`src/rtl/alu_pkg.sv`:
```
// Shared constants for the ID/EX ALU control stage: ALU operation codes,
// RISC-V major opcodes and the operand-select encodings used by the decoder.
package alu_pkg;

    localparam logic [2:0] ALU_ADD = 3'b000;
    localparam logic [2:0] ALU_SUB = 3'b001;
    localparam logic [2:0] ALU_AND = 3'b010;
    localparam logic [2:0] ALU_OR  = 3'b011;
    localparam logic [2:0] ALU_XOR = 3'b100;
    localparam logic [2:0] ALU_SLT = 3'b101;

    localparam logic [2:0] BUBBLE_OPC = ALU_ADD;

    localparam logic [6:0] OP     = 7'b0110011;
    localparam logic [6:0] OP_IMM = 7'b0010011;
    localparam logic [6:0] LOAD   = 7'b0000011;
    localparam logic [6:0] STORE  = 7'b0100011;
    localparam logic [6:0] BRANCH = 7'b1100011;
    localparam logic [6:0] JAL    = 7'b1101111;
    localparam logic [6:0] JALR   = 7'b1100111;
    localparam logic [6:0] LUI    = 7'b0110111;
    localparam logic [6:0] AUIPC  = 7'b0010111;

    typedef enum logic [1:0] {
        A_RS1  = 2'd0,
        A_PC   = 2'd1,
        A_ZERO = 2'd2
    } a_sel_e;

    typedef enum logic [1:0] {
        B_RS2  = 2'd0,
        B_IMM  = 2'd1,
        B_FOUR = 2'd2
    } b_sel_e;

endpackage

```
`src/rtl/alu_decoder.sv`:
```
// Combinational decode of opcode/funct3/funct7b5 into the ALU operation,
// operand selects and branch/illegal flags.
module alu_decoder
    import alu_pkg::*;
(
    input  logic [6:0] opcode,
    input  logic [2:0] funct3,
    input  logic       funct7b5,
    output logic [2:0] opc,
    output a_sel_e     a_sel,
    output b_sel_e     b_sel,
    output logic       branch,
    output logic       br_inv,
    output logic       illegal
);

    always_comb begin
        opc     = ALU_ADD;
        a_sel   = A_RS1;
        b_sel   = B_IMM;
        branch  = 1'b0;
        br_inv  = 1'b0;
        illegal = 1'b0;

        case (opcode)
            OP, OP_IMM: begin
                b_sel = (opcode == OP) ? B_RS2 : B_IMM;
                case (funct3)
                    3'b000:  opc = (opcode == OP && funct7b5) ? ALU_SUB : ALU_ADD;
                    3'b111:  opc = ALU_AND;
                    3'b110:  opc = ALU_OR;
                    3'b100:  opc = ALU_XOR;
                    3'b010:  opc = ALU_SLT;
                    default: illegal = 1'b1;
                endcase
            end
            LOAD, STORE, JALR: begin
                opc   = ALU_ADD;
                b_sel = B_IMM;
            end
            BRANCH: begin
                b_sel  = B_RS2;
                branch = 1'b1;
                case (funct3)
                    3'b000: opc = ALU_SUB;
                    3'b001: begin
                        opc    = ALU_SUB;
                        br_inv = 1'b1;
                    end
                    3'b100: opc = ALU_SLT;
                    3'b101: begin
                        opc    = ALU_SLT;
                        br_inv = 1'b1;
                    end
                    default: illegal = 1'b1;
                endcase
            end
            LUI: begin
                a_sel = A_ZERO;
                b_sel = B_IMM;
            end
            AUIPC: begin
                a_sel = A_PC;
                b_sel = B_IMM;
            end
            JAL: begin
                a_sel = A_PC;
                b_sel = B_FOUR;
            end
            default: illegal = 1'b1;
        endcase

        // An illegal encoding must not leak partial decode into EX.
        if (illegal) begin
            opc    = ALU_ADD;
            a_sel  = A_ZERO;
            branch = 1'b0;
            br_inv = 1'b0;
        end
    end

endmodule

```
`src/rtl/id_ex_alu_ctrl.sv`:
```
// ID/EX stage register for the ALU interface: decodes the ID instruction,
// muxes both operands and registers them with reset > flush > stall priority.
module id_ex_alu_ctrl
    import alu_pkg::*;
#(
    parameter int N = 32
) (
    input  logic         clk,
    input  logic         rst,
    input  logic         stall,
    input  logic         flush,
    input  logic         in_valid,
    input  logic [6:0]   opcode,
    input  logic [2:0]   funct3,
    input  logic         funct7b5,
    input  logic [N-1:0] pc,
    input  logic [N-1:0] rs1_data,
    input  logic [N-1:0] rs2_data,
    input  logic [N-1:0] imm,
    output logic         ex_valid,
    output logic [2:0]   alu_opc,
    output logic [N-1:0] alu_a,
    output logic [N-1:0] alu_b,
    output logic [N-1:0] ex_rs2_data,
    output logic [N-1:0] ex_pc,
    output logic         ex_branch,
    output logic         ex_br_inv,
    output logic         ex_illegal
);

    logic [2:0]   w_opc;
    a_sel_e       w_a_sel;
    b_sel_e       w_b_sel;
    logic         w_branch;
    logic         w_br_inv;
    logic         w_illegal;
    logic [N-1:0] w_a;
    logic [N-1:0] w_b;

    logic         r_valid;
    logic [2:0]   r_opc;
    logic [N-1:0] r_a;
    logic [N-1:0] r_b;
    logic [N-1:0] r_rs2;
    logic [N-1:0] r_pc;
    logic         r_branch;
    logic         r_br_inv;
    logic         r_illegal;

    alu_decoder u_dec (
        .opcode   (opcode),
        .funct3   (funct3),
        .funct7b5 (funct7b5),
        .opc      (w_opc),
        .a_sel    (w_a_sel),
        .b_sel    (w_b_sel),
        .branch   (w_branch),
        .br_inv   (w_br_inv),
        .illegal  (w_illegal)
    );

    always_comb begin
        w_a = '0;
        case (w_a_sel)
            A_RS1:   w_a = rs1_data;
            A_PC:    w_a = pc;
            default: w_a = '0;
        endcase

        w_b = '0;
        case (w_b_sel)
            B_RS2:   w_b = rs2_data;
            B_IMM:   w_b = imm;
            B_FOUR:  w_b = N'(4);
            default: w_b = '0;
        endcase
        // The select encoding has no zero for b, so illegal forces it here.
        if (w_illegal) w_b = '0;
    end

    always_ff @(posedge clk) begin
        if (!rst || flush) begin
            r_valid   <= 1'b0;
            r_opc     <= BUBBLE_OPC;
            r_a       <= '0;
            r_b       <= '0;
            r_rs2     <= '0;
            r_pc      <= '0;
            r_branch  <= 1'b0;
            r_br_inv  <= 1'b0;
            r_illegal <= 1'b0;
        end else if (!stall) begin
            r_valid   <= in_valid;
            r_opc     <= w_opc;
            r_a       <= w_a;
            r_b       <= w_b;
            r_rs2     <= rs2_data;
            r_pc      <= pc;
            r_branch  <= w_branch & in_valid;
            r_br_inv  <= w_br_inv;
            r_illegal <= w_illegal & in_valid;
        end
    end

    assign ex_valid    = r_valid;
    assign alu_opc     = r_opc;
    assign alu_a       = r_a;
    assign alu_b       = r_b;
    assign ex_rs2_data = r_rs2;
    assign ex_pc       = r_pc;
    assign ex_branch   = r_branch;
    assign ex_br_inv   = r_br_inv;
    assign ex_illegal  = r_illegal;

endmodule

```
`config.mk`:
```
export PLATFORM = sky130hd
export DESIGN_NAME = id_ex_alu_ctrl
export DESIGN_NICKNAME = d
export VERILOG_FILES = /design/src/rtl/alu_pkg.sv /design/src/rtl/alu_decoder.sv /design/src/rtl/id_ex_alu_ctrl.sv
export SDC_FILE = /design/constraint.sdc
export NUM_CORES = 1
export LEC_CHECK = 0
export ABC_AREA = 1
export BUFFER_PORTS_ARGS = -buffer_cell sky130_fd_sc_hd__buf_2
export CORE_UTILIZATION = 42
export DETAILED_ROUTE_END_ITERATION = 7
export PLACE_DENSITY_LB_ADDON = 0.1
export SYNTH_ARGS = -nofsm -noshare
export SYNTH_HDL_FRONTEND = slang
export SYNTH_SLANG_ARGS = --single-unit
```
`constraint.sdc`:
```
create_clock -name clk -period 1.5 [get_ports clk]
set_clock_uncertainty 0.2 [all_clocks]
set_input_delay 0.15 -clock clk [delete_from_list [all_inputs] [get_ports clk]]
set_output_delay 0.15 -clock clk [all_outputs]
set_load 0.02 [all_outputs]
```
==> run_results.csv <==
group,metric,value,unit
pwr,p_clk_share,48.1,%
grt,grt_pass1_wl,33600,µm
critical_path,worstPathMaxFanout,15,
route,wl,21200,µm
grt,antenna_found_initial,0,
place,dp_slack,-239,ps
die,die_w,119,µm
finish,fin_area,9560,µm²
critical_path,start_kind,"input pin",
finish,fin_cells,1418,
synth,avgSynthCellArea,7.04,µm²
sta,fin_hold_ws,20.0,ps
critical_path,path_class,"input pin to flip-flop",
critical_path,cp_data_required_time,1650,ps
clocking,htree_levels,4,
route,first_pass_iters,7,
sta,hold_violations,0,
route,drt_iter0_markers,452,
clocking,insertion_delay,420,ps
clocking,cts_buffers,17,
pwr,power-per-cell-area,994,nW/µm²
synth,yosys_warnings,0,
pwr,power_frac_seq,39.0,%
sta,finalSetupTns,0,ps
clocking,cts.sinks,135,
pwr,intPower,7.24,mW
pwr,power,9.50,mW
grt,grt_pass1_vias,6904,
critical_path,critPathCaptureType,"flip-flop",
sta,worst_pin_slew,423,ps
run_status,status,"finished, final reports clean",
die,core,13300,µm²
pwr,pwr-share-comb,13.0,%
clocking,ctsRootBufferMaster,"clkbuf_16",
clocking,cts_setup_buffers,0,
route,wl_per_cell,14.9,µm
sta,worst_slack,37.8,ps
min_path,min_path_type,"input pin to flip-flop",
grt,overflow,0,
finish,syn_to_final_growth,65.5,%
place,portBuffers,278,
grt,track_usage,29.8,%
synth,synth_cells,820,
finish,diodes,0,
grt,grt_max_degree,61,
place,dpl-instance-area,7570,µm²
die,die_area,14200,µm²
synth,netlist_area,5770,µm²
finish,fin_nets,1373,
finish,layout_common_cells,"nand2_1 (351), buf_2 (277), a21oi_1 (153)",
die,fp-row-count,42,
synth,yosysSeqAreaShare,46.8,%
place,routabilityCongestion,0.876,
route,vias,7178,
finish,utilization,71.6,%
finish,final_common_cell,"nand2_1",
clocking,cts_tree,"built",
synth,ys_ff_latch,135,
sta,grt_setup_unrepaired,"no",
pwr,switching_share,23.7,%
route,remaining_drc_errors,0,
place,hpwl,13200,µm
die,fp.dieH,119,µm
clocking,clkSlewWorstSetupHoldPaths,60,ps
synth,yosysUniqueCellTypes,23,
critical_path,arrival,1610,ps
flow_run,maxCapViolations,0,
die,io_pins,279,
sta,fmax,0.684,GHz
sta,final_period_minus_worst_setup_slack,1460,ps
pwr,p_leak,4.50,nW
die,initial_utilization,43.3,%
sta,drv_slew,0,
pwr,net-switching-power,2.25,mW
finish,drive_gt1_share,29.8,%
place,numPlacedInstances,1252,
sta,period_share,97.5,%
clocking,clk_path_buf_depth,2,
synth,syn_nets,964,
route,final_antenna_net_count,0,
sta,worst_slew_margin_rel,71.8,%
pwr,ir_drop,0.000735,V
route,viasPerCell,5.06,
critical_path,reg2reg_slack,610,ps
sta,setup_viol,0,
routing by layer:
metal / up-vias / wire (µm) / GRT usage, %
met5: - / 0 / 0
met4: 0 / 752 / 15.4
met3: 72 / 1430 / 6.32
met2: 340 / 10400 / 51.4
met1: 3254 / 8540 / 34.6
li1: 3512 / - / -
critical path, cell delays in order:
cell and delay (ps):
dlygate4sd3_1 540, buf_2 120, nor2_1 160, buf_4 170, buf_4 190, o21ai_0 120
a21oi_1 150
area by class of cell:
| cell class | count | area [µm²] |
|---|---|---|
| multi-input cells | 606 | 2710 |
| flip-flops and latches | 135 | 2700 |
| clock inverters | 13 | 203 |
| inverters | 17 | 68.8 |
| repair buffers | 452 | 3210 |
| clock buffers | 19 | 443 |
| well taps | 176 | 220 |
| fillers | 1078 | 3790 |
what timing repair did:
item | in CTS | in global routing
endpoints found under the hold margin | 135 | 0
endpoints found under the setup margin | 0 | 1
hold buffers | 134 | 0
resized for setup | 0 | 1
power by group through the flow:
stage / Clock, mW / Sequential (mW) / Combinational [mW]
2_1_floorplan: 0 / 3.87 / 0.374
3_3_place_gp: 0 / 3.78 / 0.931
3_5_place_dp: 0 / 3.78 / 0.930
4_1_cts: 4.62 / 3.70 / 1.21
5_1_grt: 4.80 / 3.71 / 1.33
6_report: 4.56 / 3.70 / 1.23
registers in the layout, summed over array words and instances (netlist names), 3 cells and up:
| register | cells |
|---|---|
| alu_a | 32 |
| alu_b | 32 |
| ex_pc | 32 |
| ex_rs2_data | 32 |
| alu_opc | 3 |
worst paths after layout:
path,startpoint,cells past startpoint,endpoint
min,rst,6,alu_a[2]
max,flush,7,alu_a[8]
max reg2reg,ex_rs2_data[12],2,ex_rs2_data[12]
min reg2reg,alu_b[13],2,alu_b[13]
synthesized netlist by cell type, drive strengths merged:
master	n	area, µm²
a21oi	153	766
clkbuf	35	131
inv	16	62.6
o22ai	1	6.26
buf	27	168
o21ai	19	98.9
xor2	1	8.76
nand2	354	1340
nand3	10	50.1
dfxtp	135	2700
clkinv	1	3.75
or2	1	6.26
nor2	20	139
nand4	47	294
cell families (layout without fill, tap and decap cells):
group	after synthesis	after routing	synth area share, %
simple gates	432	432	31.6
buf+inv	79	501	6.33
flops	135	135	46.8
compound gates	173	173	15.1
xor+xnor	1	1	0.152
(Power assumes the default switching activity.)
